`src/rtl/rr_packet_mux.sv`:
```
// rr_packet_mux: locks one arbiter-granted source per packet and forwards
// its beats through a one-deep registered output stage.
//
// Ports:
//   clk, rst            clock, async active-high reset
//   s_valid/s_ready     per-source beat handshake (one ready bit at most)
//   s_data/s_last       per-source payload (source i at [i*DATA_W +: DATA_W])
//   req/grant           request vector to / one-hot grant from the arbiter
//   m_valid/m_ready     sink handshake (registered valid)
//   m_data/m_last/m_src sink payload, last flag, source index (registered)
//   busy                a source is locked
//   err                 sticky: bad grant in IDLE or forced release
module rr_packet_mux #(
  parameter int REQ_NUM   = 4,
  parameter int DATA_W    = 32,
  parameter int MAX_BEATS = 16
) (
  input  logic                        clk,
  input  logic                        rst,
  input  logic [REQ_NUM-1:0]          s_valid,
  output logic [REQ_NUM-1:0]          s_ready,
  input  logic [REQ_NUM*DATA_W-1:0]   s_data,
  input  logic [REQ_NUM-1:0]          s_last,
  output logic [REQ_NUM-1:0]          req,
  input  logic [REQ_NUM-1:0]          grant,
  output logic                        m_valid,
  input  logic                        m_ready,
  output logic [DATA_W-1:0]           m_data,
  output logic                        m_last,
  output logic [$clog2(REQ_NUM)-1:0]  m_src,
  output logic                        busy,
  output logic                        err
);

  localparam int SW = $clog2(REQ_NUM);
  localparam int CW = $clog2(MAX_BEATS) + 1;
  localparam logic [CW-1:0] LAST_CNT = CW'(MAX_BEATS - 1);

  typedef enum logic {
    IDLE = 1'b0,
    LOCK = 1'b1
  } state_t;

  state_t            state_q, state_d;
  logic [SW-1:0]     sel_q, sel_d;
  logic [CW-1:0]     cnt_q, cnt_d;
  logic              mv_q, mv_d;
  logic [DATA_W-1:0] md_q, md_d;
  logic              ml_q, ml_d;
  logic [SW-1:0]     ms_q, ms_d;
  logic              err_q, err_d;

  logic [REQ_NUM-1:0] req_c;
  logic [SW-1:0]      g_idx;
  logic [DATA_W-1:0]  sel_data;
  logic               sel_valid;
  logic               sel_last;
  logic               g_onehot;
  logic               out_free;
  logic               end_pkt;

  // grant index and selected-source mux
  always_comb begin
    g_idx     = '0;
    sel_data  = '0;
    sel_valid = 1'b0;
    sel_last  = 1'b0;
    for (int i = 0; i < REQ_NUM; i++) begin
      if (grant[i]) g_idx = SW'(i);
      if (sel_q == SW'(i)) begin
        sel_data  = s_data[i*DATA_W +: DATA_W];
        sel_valid = s_valid[i];
        sel_last  = s_last[i];
      end
    end
  end

  assign g_onehot = $onehot(grant);
  assign out_free = ~mv_q | m_ready;
  // a packet ends on s_last or when the beat limit is reached
  assign end_pkt  = sel_last | (cnt_q == LAST_CNT);

  always_comb begin
    state_d = state_q;
    sel_d   = sel_q;
    cnt_d   = cnt_q;
    mv_d    = mv_q;
    md_d    = md_q;
    ml_d    = ml_q;
    ms_d    = ms_q;
    err_d   = err_q;
    req_c   = '0;
    s_ready = '0;

    // output register drains regardless of state
    if (mv_q & m_ready) mv_d = 1'b0;

    case (state_q)
      IDLE: begin
        req_c = s_valid;
        if (g_onehot && |(grant & s_valid)) begin
          state_d = LOCK;
          sel_d   = g_idx;
          cnt_d   = '0;
        end else if (|grant && !g_onehot) begin
          err_d = 1'b1;
        end
      end
      LOCK: begin
        s_ready[sel_q] = out_free;
        if (sel_valid & out_free) begin
          mv_d  = 1'b1;
          md_d  = sel_data;
          ms_d  = sel_q;
          ml_d  = end_pkt;
          cnt_d = cnt_q + CW'(1);
          if (end_pkt) begin
            state_d = IDLE;
            if (!sel_last) err_d = 1'b1;
          end
        end
      end
    endcase
  end

  always_ff @(posedge clk or posedge rst) begin
    if (rst) begin
      state_q <= IDLE;
      sel_q   <= '0;
      cnt_q   <= '0;
      mv_q    <= 1'b0;
      md_q    <= '0;
      ml_q    <= 1'b0;
      ms_q    <= '0;
      err_q   <= 1'b0;
    end else begin
      state_q <= state_d;
      sel_q   <= sel_d;
      cnt_q   <= cnt_d;
      mv_q    <= mv_d;
      md_q    <= md_d;
      ml_q    <= ml_d;
      ms_q    <= ms_d;
      err_q   <= err_d;
    end
  end

  assign req     = rst ? '0 : req_c;
  assign m_valid = mv_q;
  assign m_data  = md_q;
  assign m_last  = ml_q;
  assign m_src   = ms_q;
  assign busy    = (state_q == LOCK);
  assign err     = err_q;

endmodule
```
`config.mk`:
```
export PLATFORM = sky130hd
export DESIGN_NAME = rr_packet_mux
export DESIGN_NICKNAME = d
export VERILOG_FILES = /design/src/rtl/rr_packet_mux.sv
export SDC_FILE = /design/constraint.sdc
export NUM_CORES = 1
export LEC_CHECK = 0
export ABC_AREA = 0
export CORE_ASPECT_RATIO = 1.5
export CORE_UTILIZATION = 40
export CTS_CLUSTER_DIAMETER = 150
export DETAILED_ROUTE_END_ITERATION = 8
export DONT_BUFFER_PORTS = 1
export HOLD_SLACK_MARGIN = 0.05
export PLACE_DENSITY = 0.66
export REMOVE_ABC_BUFFERS = 1
export SLEW_MARGIN = 0
export SYNTH_ARGS = -nofsm -noshare
export SYNTH_HDL_FRONTEND = slang
export SYNTH_SLANG_ARGS = --single-unit
```
`constraint.sdc`:
```
create_clock -name clk -period 2.1 [get_ports clk]
set_input_delay 0.21 -clock clk [delete_from_list [all_inputs] [get_ports clk]]
set_output_delay 0.21 -clock clk [all_outputs]
set_load 0.01 [all_outputs]
```
## Word level (Yosys, flattened, before mapping)

Index checks and enable logic that the tools add are counted.

| operators by class | value |
|---|---|
| bitwise operators | 8 |
| multiplexer cells | 36 |
| $add $sub $neg | 4 |
| eq/ne operators | 11 |
| reduce and logical (&&, ||, !) cells | 11 |
| order comparisons | 2 |

Operators with widths:

| kind | number |
|---|---|
| 2-to-1 mux 32 bit | 4 |
| 2-to-1 mux 1 bit | 21 |
| 2-to-1 mux 4 bit | 3 |
| 2-to-1 mux 5 bit | 2 |
| case mux 5 bit (2 select lines) | 1 |
| AND 4 bit | 2 |
| inequality test 2 bit (second input constant) | 4 |
| OR reduction 4 bit | 2 |
| AND reduction 2 bit | 3 |
| adder 5 x 1 -> 5 bit (second input constant) | 1 |
| == test 5 x 4 -> 1 bit (second input constant) | 1 |
| AND reduction 5 bit | 1 |
| adder 1 x 1 -> 2 bit | 2 |
| == test 2 bit (second input constant) | 2 |
| 2-to-1 mux 2 bit | 2 |
| inequality test 2 x 1 -> 1 bit (second input constant) | 2 |
| case mux 1 bit (2 select lines) | 2 |
| adder 2 x 2 -> 3 bit | 1 |
| == test 3 x 1 -> 1 bit (second input constant) | 1 |
| logical AND 1 bit | 3 |
| < comparator 2 x 3 -> 1 bit (second input constant) | 1 |
| AND 1 bit | 2 |
| demux 1 bit (select 2 bit) | 1 |
| == test 2 x 1 -> 1 bit (second input constant) | 1 |
| other kinds (5) | 7 |

| storage, ports and cells | value |
|---|---|
| word-level logic and storage cells | 80 |
| bits in registers | 45 |
| bits of input ports | 143 |
| output and inout bits | 46 |

## Longest topological paths before layout

| logic depth | value |
|---|---|
| depth in word-level cells | 9 |
| mapped depth | 10 |

## Least setup slack after synthesis

No wires, ideal clock.

| timing path | value |
|---|---|
| path type | input to register |
| from | input grant[0] |
| to | register sel_q[0] |
| stages on the path | 9 |
| path slack | -0.353 ns |
| arrival | 2.326 ns |
| path buffers | 1 |
| cells stage by stage | inv_1 > fa_1 > inv_1 > ha_1 > ha_1 > or3b_1 > a211o_1 > buf_2 > mux2_1 |

| between the ends | value |
|---|---|
| word-level cells in the longest chain between the ends | 5 |

RTL lines:

| item | line | RTL |
|---|---|---|
| start, declared | 25 | `input logic [REQ_NUM-1:0] grant,` |
| adder 1 x 1 -> 2 bit (not written as such) | 78 | `assign g_onehot = $onehot(grant);` |
| adder 2 x 2 -> 3 bit (not written as such) | 78 |  |
| == test 3 x 1 -> 1 bit | 78 |  |
| logical AND 1 bit * | 101 | `if (g_onehot && \|(grant & s_valid)) begin` |
| AND reduction 2 bit (no line) * | -- |  |
| end signal, assigned | 138 | `sel_q <= sel_d;` |
| end, declared | 45 | `logic [SW-1:0] sel_q, sel_d;` |

Mark *: on every way between the ends. The rest lies on a longest branch, timed or not.
A chain may end at the register's enable or synchronous reset.

## Worst setup path in the final report

| timing path | value |
|---|---|
| from | input grant[3] |
| to | register cnt_q[3] |

| between the ends | value |
|---|---|
| word-level cells in the longest chain between the ends | 6 |

RTL lines:

| item | line | RTL |
|---|---|---|
| adder 1 x 1 -> 2 bit (not written as such) | 78 |  |
| adder 2 x 2 -> 3 bit (not written as such) | 78 |  |
| == test 3 x 1 -> 1 bit | 78 |  |
| logical AND 1 bit * | 101 |  |
| inequality test 2 bit (no line) * | -- |  |
| AND reduction 2 bit (no line) * | -- |  |
| end signal, assigned | 139 | `cnt_q <= cnt_d;` |
| end, declared | 46 | `logic [CW-1:0] cnt_q, cnt_d;` |

Marked as above.

==> impl_metrics.prom <==
# TYPE chip_impl_metric gauge
chip_impl_metric{name="final_layout_net_count",unit=""} 343
chip_impl_info{name="startpoint_of_the_worst_register_to_register_path",value="sel_q[0]"} 1
chip_impl_metric{name="grt_overflow",unit=""} 0
chip_impl_info{name="tritoncts",value="done"} 1
chip_impl_metric{name="avgRoutedWirePerCell",unit="um"} 23.3
chip_impl_metric{name="synth_sequential_area_ratio",unit="%"} 41.1
chip_impl_metric{name="finish.utilization",unit="%"} 46.0
chip_impl_metric{name="power-per-cell-area",unit="mW/mm^2"} 1470
chip_impl_metric{name="grt_pass1_wl",unit="um"} 9580
chip_impl_metric{name="flow.area_growth_from_synthesis",unit="%"} 10.3
chip_impl_metric{name="drc",unit=""} 0
chip_impl_metric{name="cts-htree-levels",unit=""} 2
chip_impl_metric{name="yosys_warnings",unit=""} 0
chip_impl_info{name="r2r-end",value="m_data[9]"} 1
chip_impl_info{name="most_used_cells_in_the_layout_excluding_fill_and_tap_cells",value="sky130_fd_sc_hd__dfrtp_1, sky130_fd_sc_hd__mux4_2, sky130_fd_sc_hd__mux2_2"} 1
chip_impl_metric{name="final.fill_count",unit=""} 597
chip_impl_metric{name="dieWidth",unit="um"} 69.6
chip_impl_metric{name="synth.ff_latch_count",unit=""} 45
chip_impl_metric{name="area_taken_by_multi_input_logic_gates",unit="mm^2"} 0.00152
chip_impl_metric{name="whs_path_depth",unit=""} 2
chip_impl_metric{name="placement.cell_area",unit="mm^2"} 0.00285
chip_impl_metric{name="clock-skew-final",unit="ns"} 0.00553
chip_impl_metric{name="grt.total_usage",unit="%"} 17.5
chip_impl_info{name="holdPathEnd",value="sel_q[1]"} 1
chip_impl_metric{name="cts-buffers-inserted",unit=""} 5
chip_impl_metric{name="via_count_of_the_first_global_routing_pass",unit=""} 1822
chip_impl_metric{name="max-clock-path-buffers",unit=""} 2
chip_impl_metric{name="fmax",unit="GHz"} 0.482
chip_impl_metric{name="critPathMaxFanout",unit=""} 5
chip_impl_metric{name="ff_latch_area",unit="mm^2"} 0.00113
chip_impl_metric{name="finalSetupViolCount",unit=""} 0
chip_impl_metric{name="irDropWorstVdd",unit="mV"} 1.16
chip_impl_metric{name="rows",unit=""} 36
chip_impl_metric{name="post-cts-setup-buffer-count",unit=""} 0
chip_impl_info{name="ctsRootBufferMaster",value="sky130_fd_sc_hd__clkbuf_8"} 1
chip_impl_metric{name="worst-r2r-setup-slack",unit="ns"} 0.31
chip_impl_metric{name="syn-cell-area",unit="mm^2"} 0.00274
chip_impl_metric{name="vias",unit=""} 1720
chip_impl_metric{name="detailed_route_iter0_violations",unit=""} 69
chip_impl_metric{name="clock_latency_late_sink",unit="ns"} 0.29
chip_impl_info{name="path_class",value="input pin to register"} 1
chip_impl_metric{name="timing_hold_violations_final",unit=""} 0
chip_impl_info{name="critical_path.startpoint_type",value="input pin"} 1
chip_impl_metric{name="timing.critical_path.required",unit="ns"} 2.27
chip_impl_metric{name="core_area",unit="mm^2"} 0.00658
chip_impl_metric{name="floorplan.initialDensity",unit="%"} 41.7
chip_impl_metric{name="ff_to_ff_path_depth",unit=""} 4
chip_impl_metric{name="min_period",unit="ns"} 2.07
chip_impl_info{name="layout_commonest_cell",value="sky130_fd_sc_hd__dfrtp_1"} 1
chip_impl_info{name="hold_path_startpoint",value="grant[2]"} 1
chip_impl_metric{name="dr_pass1_iterations",unit=""} 4
chip_impl_metric{name="post_detailed_route_via_to_cell_ratio",unit=""} 6.25
chip_impl_metric{name="post_synth.cell_area_avg",unit="um^2"} 14.4
chip_impl_metric{name="timing.max_slew.rel_slack",unit="%"} 48.1
chip_impl_metric{name="total_die_area",unit="mm^2"} 0.00720
chip_impl_info{name="worstHoldPathType",value="input pin to register"} 1
chip_impl_metric{name="route.antenna.remaining_nets",unit=""} 0
chip_impl_metric{name="cap_viol_max_count",unit=""} 0
chip_impl_metric{name="stdcell_area",unit="mm^2"} 0.00302
chip_impl_metric{name="cts_num_sinks",unit=""} 45
chip_impl_metric{name="final_min_period_over_clock_period",unit="%"} 98.7
chip_impl_metric{name="placed_cells",unit=""} 262
chip_impl_metric{name="finalMaxSlewViolations",unit=""} 0
chip_impl_metric{name="power_leakage",unit="nW"} 1.21
chip_impl_metric{name="fin_total_pwr",unit="mW"} 4.45
chip_impl_metric{name="design.portCount",unit=""} 189
chip_impl_metric{name="worst_ep_arrival_time",unit="ns"} 2.25
chip_impl_metric{name="postRouteWirelength",unit="um"} 6410
chip_impl_metric{name="worst-slew-pin-transition",unit="ns"} 0.778
chip_impl_info{name="cp-end-kind",value="register"} 1
chip_impl_metric{name="ys_types",unit=""} 29
chip_impl_metric{name="place.port_buffers",unit=""} 0
chip_impl_metric{name="finalNonFillerCells",unit=""} 275
chip_impl_metric{name="synthCells",unit=""} 190
chip_impl_metric{name="die_y",unit="um"} 103
chip_impl_metric{name="ratio_of_cells_with_drive_above_1_in_the_final_layout",unit="%"} 47.7
chip_impl_metric{name="hpwlAfterDp",unit="um"} 4900
chip_impl_metric{name="routabilityCongestion",unit=""} 0.743
chip_impl_info{name="grt_setup_unrepaired",value="yes"} 1
chip_impl_metric{name="antenna_found_initial",unit=""} 4
chip_impl_metric{name="grt_max_degree",unit=""} 38
chip_impl_info{name="status",value="completed"} 1
chip_impl_metric{name="clk_pin_slew_worst_paths",unit="ns"} 0.09
power by group:
| part | leakage (nW) | total, mW | switching [mW] | internal (mW) |
|---|---|---|---|---|
| clock network | 0.0585 | 0.680 | 0.292 | 0.388 |
| logic | 0.612 | 1.99 | 0.815 | 1.17 |
| registers | 0.538 | 1.78 | 0.496 | 1.29 |
worst max-delay path: stages:
cell and delay [ns]:
sky130_fd_sc_hd__inv_8 0.01, sky130_fd_sc_hd__fa_1 0.54, sky130_fd_sc_hd__inv_2 0.05, sky130_fd_sc_hd__ha_4 0.15, sky130_fd_sc_hd__ha_4 0.22, sky130_fd_sc_hd__or3b_4 0.39
sky130_fd_sc_hd__a211o_1 0.33, sky130_fd_sc_hd__buf_6 0.15, sky130_fd_sc_hd__o211ai_1 0.09, sky130_fd_sc_hd__o31ai_1 0.10
worst max-delay path by stage:
stage                     endpoint  cells after the start  startpoint  slack [ns]
after detailed placement  cnt_q[3]                     10    grant[0]       -0.40
after global placement    cnt_q[3]                     10    grant[0]       -0.31
after global routing      cnt_q[2]                     10    grant[3]       -0.04
final                     cnt_q[3]                     10    grant[3]        0.03
after floorplan                err                      4    sel_q[0]       -1.15
after CTS                 cnt_q[3]                     10    grant[0]        0.02
Yosys cell counts:
| master | n | area, um^2 |
|---|---|---|
| sky130_fd_sc_hd__nand2b_1 | 1 | 6.26 |
| sky130_fd_sc_hd__nor3_1 | 2 | 10.0 |
| sky130_fd_sc_hd__or3b_1 | 1 | 8.76 |
| sky130_fd_sc_hd__o31ai_1 | 2 | 15.0 |
| sky130_fd_sc_hd__o21ai_0 | 9 | 45.0 |
| sky130_fd_sc_hd__dfrtp_1 | 45 | 1130 |
| sky130_fd_sc_hd__buf_4 | 5 | 37.5 |
| sky130_fd_sc_hd__buf_6 | 2 | 22.5 |
| sky130_fd_sc_hd__a22oi_1 | 2 | 15.0 |
| sky130_fd_sc_hd__mux2_1 | 1 | 11.3 |
| sky130_fd_sc_hd__buf_1 | 2 | 7.51 |
| sky130_fd_sc_hd__mux4_2 | 34 | 766 |
| sky130_fd_sc_hd__a211o_1 | 1 | 8.76 |
| sky130_fd_sc_hd__o211ai_1 | 2 | 15.0 |
| sky130_fd_sc_hd__nand3_2 | 1 | 10.0 |
| sky130_fd_sc_hd__mux2i_1 | 1 | 10.0 |
| sky130_fd_sc_hd__a221o_1 | 1 | 10.0 |
| sky130_fd_sc_hd__buf_2 | 4 | 20.0 |
| sky130_fd_sc_hd__ha_1 | 5 | 62.6 |
| sky130_fd_sc_hd__fa_1 | 1 | 20.0 |
| sky130_fd_sc_hd__inv_1 | 10 | 37.5 |
| sky130_fd_sc_hd__and3_1 | 1 | 6.26 |
| sky130_fd_sc_hd__and2_1 | 4 | 25.0 |
| sky130_fd_sc_hd__nand3_1 | 5 | 25.0 |
| sky130_fd_sc_hd__a21oi_1 | 1 | 5.00 |
| sky130_fd_sc_hd__nand2_1 | 8 | 30.0 |
| sky130_fd_sc_hd__clkbuf_1 | 1 | 3.75 |
| sky130_fd_sc_hd__mux2_2 | 32 | 360 |
| sky130_fd_sc_hd__nor2_1 | 6 | 22.5 |
cell families (layout without fill, tap and decap cells):
kind of cell / Yosys count / after routing / share of synthesized area (%)
muxes: 68 / 68 / 41.8
buffers and inverters: 24 / 29 / 4.70
adders and majority gates: 6 / 6 / 3.01
and+or+nand+nor: 29 / 29 / 5.25
other: 0 / 4 / 0
DFF: 45 / 45 / 41.1
AOI/OAI and AO/OA: 18 / 18 / 4.15
repair_timing:
item / in CTS / in global routing
hold endpoints to repair: 35 / 0
resized for setup: 1 / 10
endpoints found under the setup margin: 6 / 7
hold buffers: 1 / 0
pin swaps: 2 / 5
registers in the layout, summed over array words and instances (netlist names):
register	count
m_last	1
cnt_q	5
err	1
m_src	2
m_data	32
m_valid	1
sel_q	2
busy	1
per-stage QoR:
stage	TNS (ns)	worst slack, ns	hold slack, ns
after CTS	0	0.0153	0.107
after global routing	-0.0464	-0.0360	0.134
after global placement	-2.09	-0.312	0.275
after detailed placement	-2.56	-0.398	0.284
after floorplan	-48.17	-1.15	0.391
final	0	0.0273	0.118
layout make-up:
type	instances	share of cell area, %
Multi-Input combinational cell	121	50.1
Sequential cell	45	37.3
Timing Repair Buffer	11	3.76
Tap cell	76	3.14
Clock buffer	7	2.85
Inverter	10	1.49
Clock inverter	1	0.993
Antenna cell	4	0.331
metal layers:
layer,GRT usage (%),up-vias,part of all wire [%]
li1,-,739,-
met1,19.8,887,35
met2,30.5,85,54
met3,6.40,9,8.5
met4,6.62,0,1.9
met5,0,-,0
Note: power is estimated with default switching activity, not from simulation.
